**config.mk**
```make
export PLATFORM = sky130hd
export DESIGN_NAME = booth_mul_sched
export DESIGN_NICKNAME = d
export VERILOG_FILES = /design/src/rtl/booth_mul_sched.sv
export SDC_FILE = /design/constraint.sdc
export NUM_CORES = 1
export LEC_CHECK = 0
export ABC_AREA = 1
export CAP_MARGIN = 0
export CORE_AREA = 10 10 86 88
export DETAILED_ROUTE_END_ITERATION = 10
export DIE_AREA = 0 0 96 98
export HOLD_SLACK_MARGIN = 0.05
export SYNTH_ARGS = -nofsm -noshare
export SYNTH_HDL_FRONTEND = slang
export SYNTH_SLANG_ARGS = --single-unit
```
**constraint.sdc**
```tcl
create_clock -name clk -period 1.9 [get_ports clk]
set_input_delay 0.38 -clock clk [delete_from_list [all_inputs] [get_ports clk]]
set_output_delay 0.38 -clock clk [all_outputs]
set_load 0.01 [all_outputs]
```
**src/rtl/booth_mul_sched.sv**
```systemverilog
// Round-robin front end sharing one sequential radix-2 Booth multiplier among NREQ requesters.
// One Booth step per clock; product returned with a one-cycle done pulse to the granted requester.
module booth_mul_sched #(
    parameter int W    = 4,
    parameter int NREQ = 2,
    parameter int CW   = 3
) (
    input  logic              clk,
    input  logic              rst,
    input  logic [NREQ-1:0]   req,
    input  logic [NREQ*W-1:0] a_in,
    input  logic [NREQ*W-1:0] b_in,
    output logic [NREQ-1:0]   gnt,
    output logic              busy,
    output logic [NREQ-1:0]   done,
    output logic [2*W-1:0]    c
);
    localparam int PW = (NREQ > 2) ? 2 : 1;

    typedef enum logic [1:0] {IDLE, RUN, DONE} state_t;

    state_t          state_q, state_d;
    logic [PW-1:0]   ptr_q, ptr_d;
    logic [PW-1:0]   owner_q, owner_d;
    logic [W:0]      m_q, m_d;
    logic [W:0]      acc_q, acc_d;
    logic [W-1:0]    q_q, q_d;
    logic            q1_q, q1_d;
    logic [CW-1:0]   cnt_q, cnt_d;
    logic [NREQ-1:0] gnt_q, gnt_d;
    logic [NREQ-1:0] done_q, done_d;
    logic [2*W-1:0]  c_q, c_d;

    logic            found;
    logic [PW-1:0]   win;
    logic [W-1:0]    a_sel, b_sel;
    logic [W:0]      sum;

    // Pointer position has top priority; scan upward with wrap.
    always_comb begin
        found = 1'b0;
        win   = '0;
        for (int k = 0; k < NREQ; k++) begin
            if (!found && req[(int'(ptr_q) + k) % NREQ]) begin
                found = 1'b1;
                win   = PW'((int'(ptr_q) + k) % NREQ);
            end
        end
    end

    assign a_sel = a_in[int'(win)*W +: W];
    assign b_sel = b_in[int'(win)*W +: W];

    always_comb begin
        state_d = state_q;
        ptr_d   = ptr_q;
        owner_d = owner_q;
        m_d     = m_q;
        acc_d   = acc_q;
        q_d     = q_q;
        q1_d    = q1_q;
        cnt_d   = cnt_q;
        gnt_d   = '0;
        done_d  = '0;
        c_d     = c_q;
        sum     = acc_q;
        case (state_q)
            IDLE: begin
                if (found) begin
                    m_d        = {a_sel[W-1], a_sel};
                    q_d        = b_sel;
                    q1_d       = 1'b0;
                    acc_d      = '0;
                    cnt_d      = '0;
                    owner_d    = win;
                    gnt_d[win] = 1'b1;
                    ptr_d      = (win == PW'(NREQ-1)) ? '0 : win + PW'(1);
                    state_d    = RUN;
                end
            end
            RUN: begin
                // acc carries one guard bit so M = -2^(W-1) negates without overflow.
                case ({q_q[0], q1_q})
                    2'b01:   sum = acc_q + m_q;
                    2'b10:   sum = acc_q - m_q;
                    default: sum = acc_q;
                endcase
                acc_d = {sum[W], sum[W:1]};
                q_d   = {sum[0], q_q[W-1:1]};
                q1_d  = q_q[0];
                cnt_d = cnt_q + CW'(1);
                if (cnt_q == CW'(W-1)) state_d = DONE;
            end
            DONE: begin
                c_d             = {acc_q[W-1:0], q_q};
                done_d[owner_q] = 1'b1;
                state_d         = IDLE;
            end
            default: state_d = IDLE;
        endcase
    end

    always_ff @(posedge clk or negedge rst) begin
        if (!rst) begin
            state_q <= IDLE;
            ptr_q   <= '0;
            owner_q <= '0;
            m_q     <= '0;
            acc_q   <= '0;
            q_q     <= '0;
            q1_q    <= 1'b0;
            cnt_q   <= '0;
            gnt_q   <= '0;
            done_q  <= '0;
            c_q     <= '0;
        end else begin
            state_q <= state_d;
            ptr_q   <= ptr_d;
            owner_q <= owner_d;
            m_q     <= m_d;
            acc_q   <= acc_d;
            q_q     <= q_d;
            q1_q    <= q1_d;
            cnt_q   <= cnt_d;
            gnt_q   <= gnt_d;
            done_q  <= done_d;
            c_q     <= c_d;
        end
    end

    assign gnt  = gnt_q;
    assign done = done_q;
    assign c    = c_q;
    assign busy = (state_q != IDLE);
endmodule

```
# Word level (Yosys, flattened, before mapping)
# Cells that the tools add are included.
# totals
inputBits	20
mem_bits_rw	0
word_cells	71
ff_bits	33
memories	0
mem_bits_ro	0
latchBits	0
out_inout_bits	13
# classes
n_mux	29
eq_ne	7
div	0
mul	0
addsub	5
bitwise	1
n_lt_le_gt_ge	6
reduce_logical	10
shifts	2
# op_table
cell	n
$pmux W5 S2	2
$shiftx A8 B4 Y4	2
$mux W1	13
$mux W2	5
$pmux W4 S2	1
$lt A1 B2 Y1 const B	3
$pmux W3 S2	1
$reduce_and A2 Y1	3
$add A5 B5 Y5	1
$mux W5	1
$sub A5 B5 Y5	1
$eq A2 B1 Y1 const B	2
$eq A2 B2 Y1 const B	2
$mux W4	1
$ne A2 B2 Y1 const B	2
$pmux W2 S2	1
$reduce_bool A2 Y1	2
$add A3 B1 Y3 const B	1
$eq A3 B2 Y1 const B	1
$logic_and A1 B1 Y1	3
$lt A2 B3 Y1 const B	1
$mux W3	1
$add A1 B1 Y1 const B	2
$demux W1 S1	2
5 further kinds	6

# Logic depth before layout (Yosys ltp)
# Gate-level depths: netlist of the first run.
# depth
ltp_word	13
depth_mapped	13
mapped_depth_nobuf	13

# Least setup slack after synthesis of the first run
# Ideal clock, no wire load.
# synth_timing
path_type	register to register
startpoint	register q_q[0]
endpoint	register acc_q[3]
arrival_time_ns	1.733
required_time_ns	1.787
period_less_slack_ns	1.845
path_slack_ns	0.055
path_buffers	0
setup_time_ns	0.113
stages_incl_launch_ff	12
cell_sequence	dfrtp_1 > ha_1 > a31oi_1 > xor2_1 > inv_1 > ha_1 > a21oi_1 > nand2_1 > nand3_1 > nand3_1 > nand2_1 > inv_1
# synth_via
elab_chain_cells	3
elab_cells_between_ends	4
cone_classes	eq/ne: 2; mux: 2
# synth_lines
item	line_no	rtl
start: declaration	27	logic [W-1:0] q_q, q_d;
start signal: assignment	122	q_q <= q_d;
$eq A2 B2 Y1 / $eq A2 B1 Y1 (equally long branches)	83	case ({q_q[0], q1_q})
$pmux W5 S2 (*)	83	
$pmux W5 S2 (*)	67	case (state_q)
end signal: assignment	109	acc_q <= '0;
end signal: assignment	121	acc_q <= acc_d;
end: declaration	26	logic [W:0] acc_q, acc_d;
# Mark *: on every way between the ends. The rest lies on a longest branch, timed or not.
# A chain may end at the register's enable or synchronous reset.

# Final worst setup path of the first run
# layout_timing
startpoint	register state_q[0]
endpoint	output port busy
# layout_via
elab_chain_cells	1
# layout_lines
item	line_no	rtl
start: declaration	22	state_t state_q, state_d;
start signal: assignment	117	state_q <= state_d;
$reduce_bool A2 Y1	134	assign busy = (state_q != IDLE);
end: declaration	14	output logic busy,
# Every way passes these cells.

==> flow_summary_export.csv, run 1 <==
group,metric,value,unit
critical_path,worst_setup_path_end_kind,"output port",
final_layout,nets,260,
timing,tightestPinTransition,0.456,ns
critical_path,critPathCapture,"busy",
final_layout,share_of_post_route_cells_with_drive_strength_above_1,22.4,%
place,portBuffers,32,
critical_path,r2r_setup_slack,0.07,ns
timing,setup-violations-final,0,
timing,timing.final.crit_period,1.84,ns
final_layout,design_area,0.00232,mm²
cts,cts-buffers-inserted,5,
drt,drt-initial-drc-count,75,
cts,clock-sinks,32,
cts,cts_tree,"built",
synth,synth-async-reset-ratio,100,%
synth,synth.top_cell.area_share,48.6,%
final_layout,fillers,582,
drt,detailedRoute.firstPassIterationCount,4,
synth,synth_area_leader_cell,"sky130_fd_sc_hd__dfrtp_1",
die,fp.dieW,96,µm
place,place.detailed.hpwl,2.82,mm
synth,netlist_top_cells_count,"sky130_fd_sc_hd__nand2_1, sky130_fd_sc_hd__dfrtp_1, sky130_fd_sc_hd__inv_1",
pwr,vdd_drop_max,0.000793,V
timing,grt_setup_unrepaired,"yes",
flow_run,drv_cap,0,
timing,timing.hold.ws,0.424,ns
drt,remaining_drc_errors,0,
critical_path,rr_endpoint,"acc_q[2]$_DFFE_PN0P_",
critical_path,rr_worst_depth,11,
die,number_of_placement_rows,28,
cts,clk_pin_slew_worst_paths,0.07,ns
synth,post_synth_instance_area,0.00165,mm²
synth,synth_flop_type,"sky130_fd_sc_hd__dfrtp_1",
cts,cts_htree_levels,2,
global_route,vias_in_the_first_global_route,1316,
global_route,grt_first_pass_wirelength,6.20,mm
drt,postRouteAntennaNets,0,
timing,timing.final.max_slew_violations,0,
critical_path,critical_path.startpoint,"state_q[0]$_DFFE_PN0P_",
place,place_congestion,0.816,
critical_path,critPathRequiredTime,1.52,ns
global_route,grt_max_degree,33,
synth,synth-warning-count,0,
drt,drt-vias-per-instance,4.40,
synth,post-synth-top-count-cell,"sky130_fd_sc_hd__nand2_1",
synth,synth-edff-count,0,
die,floorplan.die_area,0.00941,mm²
synth,syn_inst,183,
synth,syn_avg_cell_area,9.00,µm²
global_route,antenna_found_initial,0,
cts,worstSkewPairLatency,0.29,ns
timing,final.setup.tns,0,ns
synth,synth_sequential_area_ratio,48.6,%
critical_path,regToRegStartpoint,"m_q[0]$_DFFE_PN0P_",
timing,finClkSkew,0.00669,ns
timing,timing.max_slew.rel_slack,69.5,%
final_layout,syn_to_final_growth,41.1,%
pwr,leakage,1.10,nW
drt,drt_wl_total,3.87,mm
timing,final_min_period_over_clock_period,96.7,%
global_route,grt_remaining_overflow,0,
pwr,power_density,1940,mW/mm²
run_status,run_status,"finished, final reports clean",
cts,post_cts_hold_buffer_count,0,
synth,synth_top_cells_by_area,"sky130_fd_sc_hd__dfrtp_1, sky130_fd_sc_hd__nand2_1, sky130_fd_sc_hd__inv_1, sky130_fd_sc_hd__ha_1, sky130_fd_sc_hd__o21ai_0",
critical_path,critical_path_class,"register to output port",
synth,synth_fp_nets,212,
die,floorplan.initialDensity,28.7,%
cts,clk_root_buffer_cell,"sky130_fd_sc_hd__clkbuf_8",
die,die_h,98,µm
synth,synth_seq_cells,32,
die,core_region_area,0.00575,mm²
critical_path,critical_path_arrival,1.46,ns
timing,finalHoldViolCount,0,
global_route,grtUsageTotal,8.29,%
hold_path,min_path_type,"register to register",
die,pin_count,33,
drt,wire_length_per_cell,12.6,µm
final_layout,antenna_cells_inserted,0,
drt,vias,1350,
critical_path,crit_path_max_fanout,3,
critical_path,timing.critical_path.from_type,"register",
synth,synthDistinctLibCells,29,
cts,clock_path_buffers,2,
place,dp_area,0.00212,mm²
timing,fmax,544,MHz
## per-layer routing
metal / track usage, % / up-vias / wire length [µm]
met3: 3.45 / 8 / 296
met5: 0 / - / 0
li1: - / 692 / -
met2: 11.8 / 36 / 1720
met1: 10.7 / 614 / 1790
met4: 3.41 / 0 / 63
## how the worst min path moves through the flow
stage / cells past startpoint / slack (ns) / from / to
floorplan: 0 / 0.08 / rst / acc_q[0]$_DFFE_PN0P_
global placement: 1 / 0.41 / owner_q$_DFFE_PN0P_ / done[0]$_DFF_PN0_
detailed placement: 1 / 0.41 / owner_q$_DFFE_PN0P_ / done[0]$_DFF_PN0_
CTS: 1 / 0.42 / owner_q$_DFFE_PN0P_ / done[0]$_DFF_PN0_
global route: 1 / 0.47 / owner_q$_DFFE_PN0P_ / done[0]$_DFF_PN0_
finish: 1 / 0.42 / owner_q$_DFFE_PN0P_ / done[0]$_DFF_PN0_
## critical path, stage by stage (launching register included)
cell	delay (ns)
sky130_fd_sc_hd__dfrtp_1	0.41
sky130_fd_sc_hd__nor2_2	0.22
sky130_fd_sc_hd__inv_1	0.06
sky130_fd_sc_hd__clkdlybuf4s50_1	0.48
## power by group
group | switching [W] | total, W | internal (W)
clock | 0.000273 | 0.000660 | 0.000388
sequential | 0.000195 | 0.00119 | 0.000994
combinational | 0.00140 | 0.00265 | 0.00125
## through the flow
stage	std cells	power [W]	worst slack, ns	utilization, %
after floorplan	183	0.00274	0.0546	-
after global placement	297	0.00345	0.0134	36.8
after detailed placement	297	0.00350	-0.0610	36.8
after CTS	305	0.00423	0.00374	39.0
after global routing	307	0.00492	-0.0384	40.4
final	307	0.00450	0.0621	40.4
## placed cells by master, fill, tap and decap left out, types with 5 or more instances in the layout
cell                              instances
sky130_fd_sc_hd__buf_4                   10
sky130_fd_sc_hd__clkbuf_8                 5
sky130_fd_sc_hd__clkdlybuf4s50_1         32
sky130_fd_sc_hd__dfrtp_1                 32
sky130_fd_sc_hd__ha_1                     5
sky130_fd_sc_hd__inv_1                   25
sky130_fd_sc_hd__nand2_1                 45
sky130_fd_sc_hd__nand3_1                  5
sky130_fd_sc_hd__nor2_1                   8
sky130_fd_sc_hd__o21ai_0                 12
## what timing repair did
action                                  4_1_cts  5_1_grt
setup buffers                                 0        2
endpoints found under the setup margin        2        3
pin swaps                                     0        8
resized for setup                             4       14
## state kept, by name, summed over array words and instances, names as in the netlist
register / flops
q_q: 4
gnt: 2
c: 8
q1_q: 1
state_q: 2
ptr_q: 1
m_q: 4
owner_q: 1
acc_q: 4
cnt_q: 3
done: 2
## layout make-up
| type | instances | area, µm² | area share, % |
|---|---|---|---|
| inverter | 33 | 131 | 5.65 |
| timing repair buffer | 42 | 395 | 17.0 |
| multi-input combinational | 117 | 791 | 34.0 |
| clock buffer | 5 | 68.8 | 2.96 |
| tap | 75 | 93.8 | 4.04 |
| clock inverter | 3 | 42.5 | 1.83 |
| sequential | 32 | 801 | 34.5 |
## cells by family (layout without fill, tap and decap cells)
family	count (synthesis)	count (layout)	share of synthesized area, %
AO/OA/AOI/OAI	34	34	14.7
XOR/XNOR	2	2	1.06
adder cells (fa/ha/maj)	9	9	7.30
buffers and inverters	34	83	8.28
flip-flops	32	32	48.6
multiplexers	3	3	2.05
AND/OR/NAND/NOR	69	69	18.0
Power figures use the tool's default switching activity.
==> run 2, diff against run 1 <==
MAX_ROUTING_LAYER = met4   (was not set)
==> flow_summary_export.csv, run 2 (same netlist as run 1, synthesis figures left out) <==
group,metric,value,unit
global_route,grt_max_degree,33,
cts,cts-buffers-inserted,5,
global_route,grt_first_pass_wirelength,6.20,mm
cts,clock_path_buffers,2,
hold_path,min_path_type,"register to register",
critical_path,critical_path_arrival,1.46,ns
final_layout,area_used_by_multi_input_combinational_logic,791,µm²
timing,finalHoldViolCount,0,
cts,cts_htree_levels,2,
pwr,share_of_power_burned_in_registers,26.4,%
place,dp_area,0.00212,mm²
final_layout,syn_to_final_growth,41.1,%
final_layout,register_area,801,µm²
drt,postRouteAntennaNets,0,
critical_path,critPathRequiredTime,1.52,ns
flow_run,drv_cap,0,
pwr,net-switching-power,0.00187,W
drt,drt-vias-per-instance,4.40,
final_layout,antenna_cells_inserted,0,
drt,wire_length_per_cell,12.6,µm
final_layout,share_of_post_route_cells_with_drive_strength_above_1,22.4,%
timing,timing.max_slew.rel_slack,69.5,%
final_layout,fillers,582,
pwr,internal_power,0.00263,W
final_layout,largest_register_ffs,8,
timing,grt_setup_unrepaired,"yes",
critical_path,cell_with_the_largest_stage_delay_on_the_worst_path,"sky130_fd_sc_hd__clkdlybuf4s50_1",
drt,drt_wl_total,3.87,mm
die,floorplan.die_area,0.00941,mm²
timing,final_critical_path_setup_slack,0.0617,ns
global_route,grt_remaining_overflow,0,
die,number_of_placement_rows,28,
critical_path,timing.critical_path.from_type,"register",
die,die_h,98,µm
critical_path,crit_path_max_fanout,3,
pwr,vdd_drop_max,0.000793,V
timing,timing.final.crit_period,1.84,ns
drt,drt-initial-drc-count,81,
run_status,run_status,"finished, final reports clean",
drt,detailedRoute.firstPassIterationCount,4,
cts,clk_pin_slew_worst_paths,0.07,ns
die,pin_count,33,
final_layout,final_cell_mix,"sky130_fd_sc_hd__nand2_1, sky130_fd_sc_hd__dfrtp_1, sky130_fd_sc_hd__clkdlybuf4s50_1",
global_route,antenna_found_initial,0,
cts,clk_root_buffer_cell,"sky130_fd_sc_hd__clkbuf_8",
critical_path,worst_setup_path_end_kind,"output port",
timing,tightestPinTransition,0.456,ns
critical_path,critical_path_class,"register to output port",
die,fp.dieW,96,µm
timing,setup-violations-final,0,
die,floorplan.initialDensity,28.7,%
final_layout,design_area,0.00232,mm²
timing,final_min_period_over_clock_period,96.8,%
final_layout,post-route-util,40.4,%
final_layout,nets,260,
pwr,power_frac_comb,58.9,%
timing,timing.final.max_slew_violations,0,
timing,timing.hold.ws,0.424,ns
pwr,clockPowerShare,14.7,%
timing,fmax,544,MHz
drt,vias,1350,
place,pre_cts_slack,-0.0610,ns
place,place_congestion,0.828,
cts,cts_tree,"built",
cts,worstSkewPairLatency,0.29,ns
pwr,switching_share,41.6,%
cts,clock-sinks,32,
place,portBuffers,32,
critical_path,slowest_delay,0.48,ns
die,core_region_area,0.00575,mm²
place,place.detailed.hpwl,2.82,mm
timing,final.setup.tns,0,ns
global_route,grtUsageTotal,8.53,%
global_route,vias_in_the_first_global_route,1315,
drt,remaining_drc_errors,0,
final_layout,final_common_cell,"sky130_fd_sc_hd__nand2_1",
pwr,leakage,1.10,nW
pwr,power_density,1940,mW/mm²
critical_path,cp_cell_sequence,"nor2_2 > inv_1 > clkdlybuf4s50_1",
timing,finClkSkew,0.00665,ns
-- run 2: area by class of cell --
type / count / share of cell area [%]
repair buffers: 42 / 17.0
multi-input cells: 117 / 34.0
well taps: 75 / 4.04
inverters: 33 / 5.65
flip-flops and latches: 32 / 34.5
clock buffers: 5 / 2.96
clock inverters: 3 / 1.83
-- run 2: layer usage --
layer	share of wire, %	vias to the layer above	GRT usage (%)	wire, µm
met4	1.7	0	3.41	67
li1	-	692	-	-
met1	47	614	10.9	1820
met2	44	35	11.8	1720
met3	6.7	9	3.06	259
met5	0	-	-	0
-- run 2: what timing repair did --
| item | in CTS | in global routing |
|---|---|---|
| hold buffers | 0 | 0 |
| setup endpoints to repair | 2 | 3 |
| pin swaps | 0 | 8 |
| setup buffers | 0 | 2 |
| resized for setup | 4 | 14 |
-- run 2: final timing paths --
kind | startpoint | to | slack [ns] | depth (start not counted)
hold / removal | owner_q$_DFFE_PN0P_ | done[0]$_DFF_PN0_ | 0.42 | 1
min in group asynchronous | rst | c[1]$_DFFE_PN0N_ | 0.49 | 2
max in group asynchronous | rst | c[5]$_DFFE_PN0N_ | 1.12 | 2
setup reg to reg | m_q[0]$_DFFE_PN0P_ | acc_q[2]$_DFFE_PN0P_ | 0.07 | 11
hold reg to reg | owner_q$_DFFE_PN0P_ | done[0]$_DFF_PN0_ | 0.42 | 1
setup / recovery | state_q[0]$_DFFE_PN0P_ | busy | 0.06 | 3
-- run 2: critical path, delay by kind of cell (launching register included) --
kind	cells	cell delay [ns]
AND/OR/NAND/NOR	1	0.22
buffers and inverters	2	0.54
flip-flops	1	0.41
-- run 2: power by group through the flow --
| stage | clock, W | sequential [W] | combinational (W) |
|---|---|---|---|
| CTS | 0.000674 | 0.00118 | 0.00238 |
| global route | 0.000717 | 0.00122 | 0.00298 |
| finish | 0.000660 | 0.00119 | 0.00265 |
| global placement | 0 | 0.00118 | 0.00227 |
| floorplan | 0 | 0.00119 | 0.00154 |
| detailed placement | 0 | 0.00118 | 0.00232 |
-- run 2: stage by stage --
stage,instances,power [W]
2_1_floorplan,183,0.00274
3_3_place_gp,297,0.00345
3_5_place_dp,297,0.00350
4_1_cts,305,0.00423
5_1_grt,307,0.00492
6_report,307,0.00450
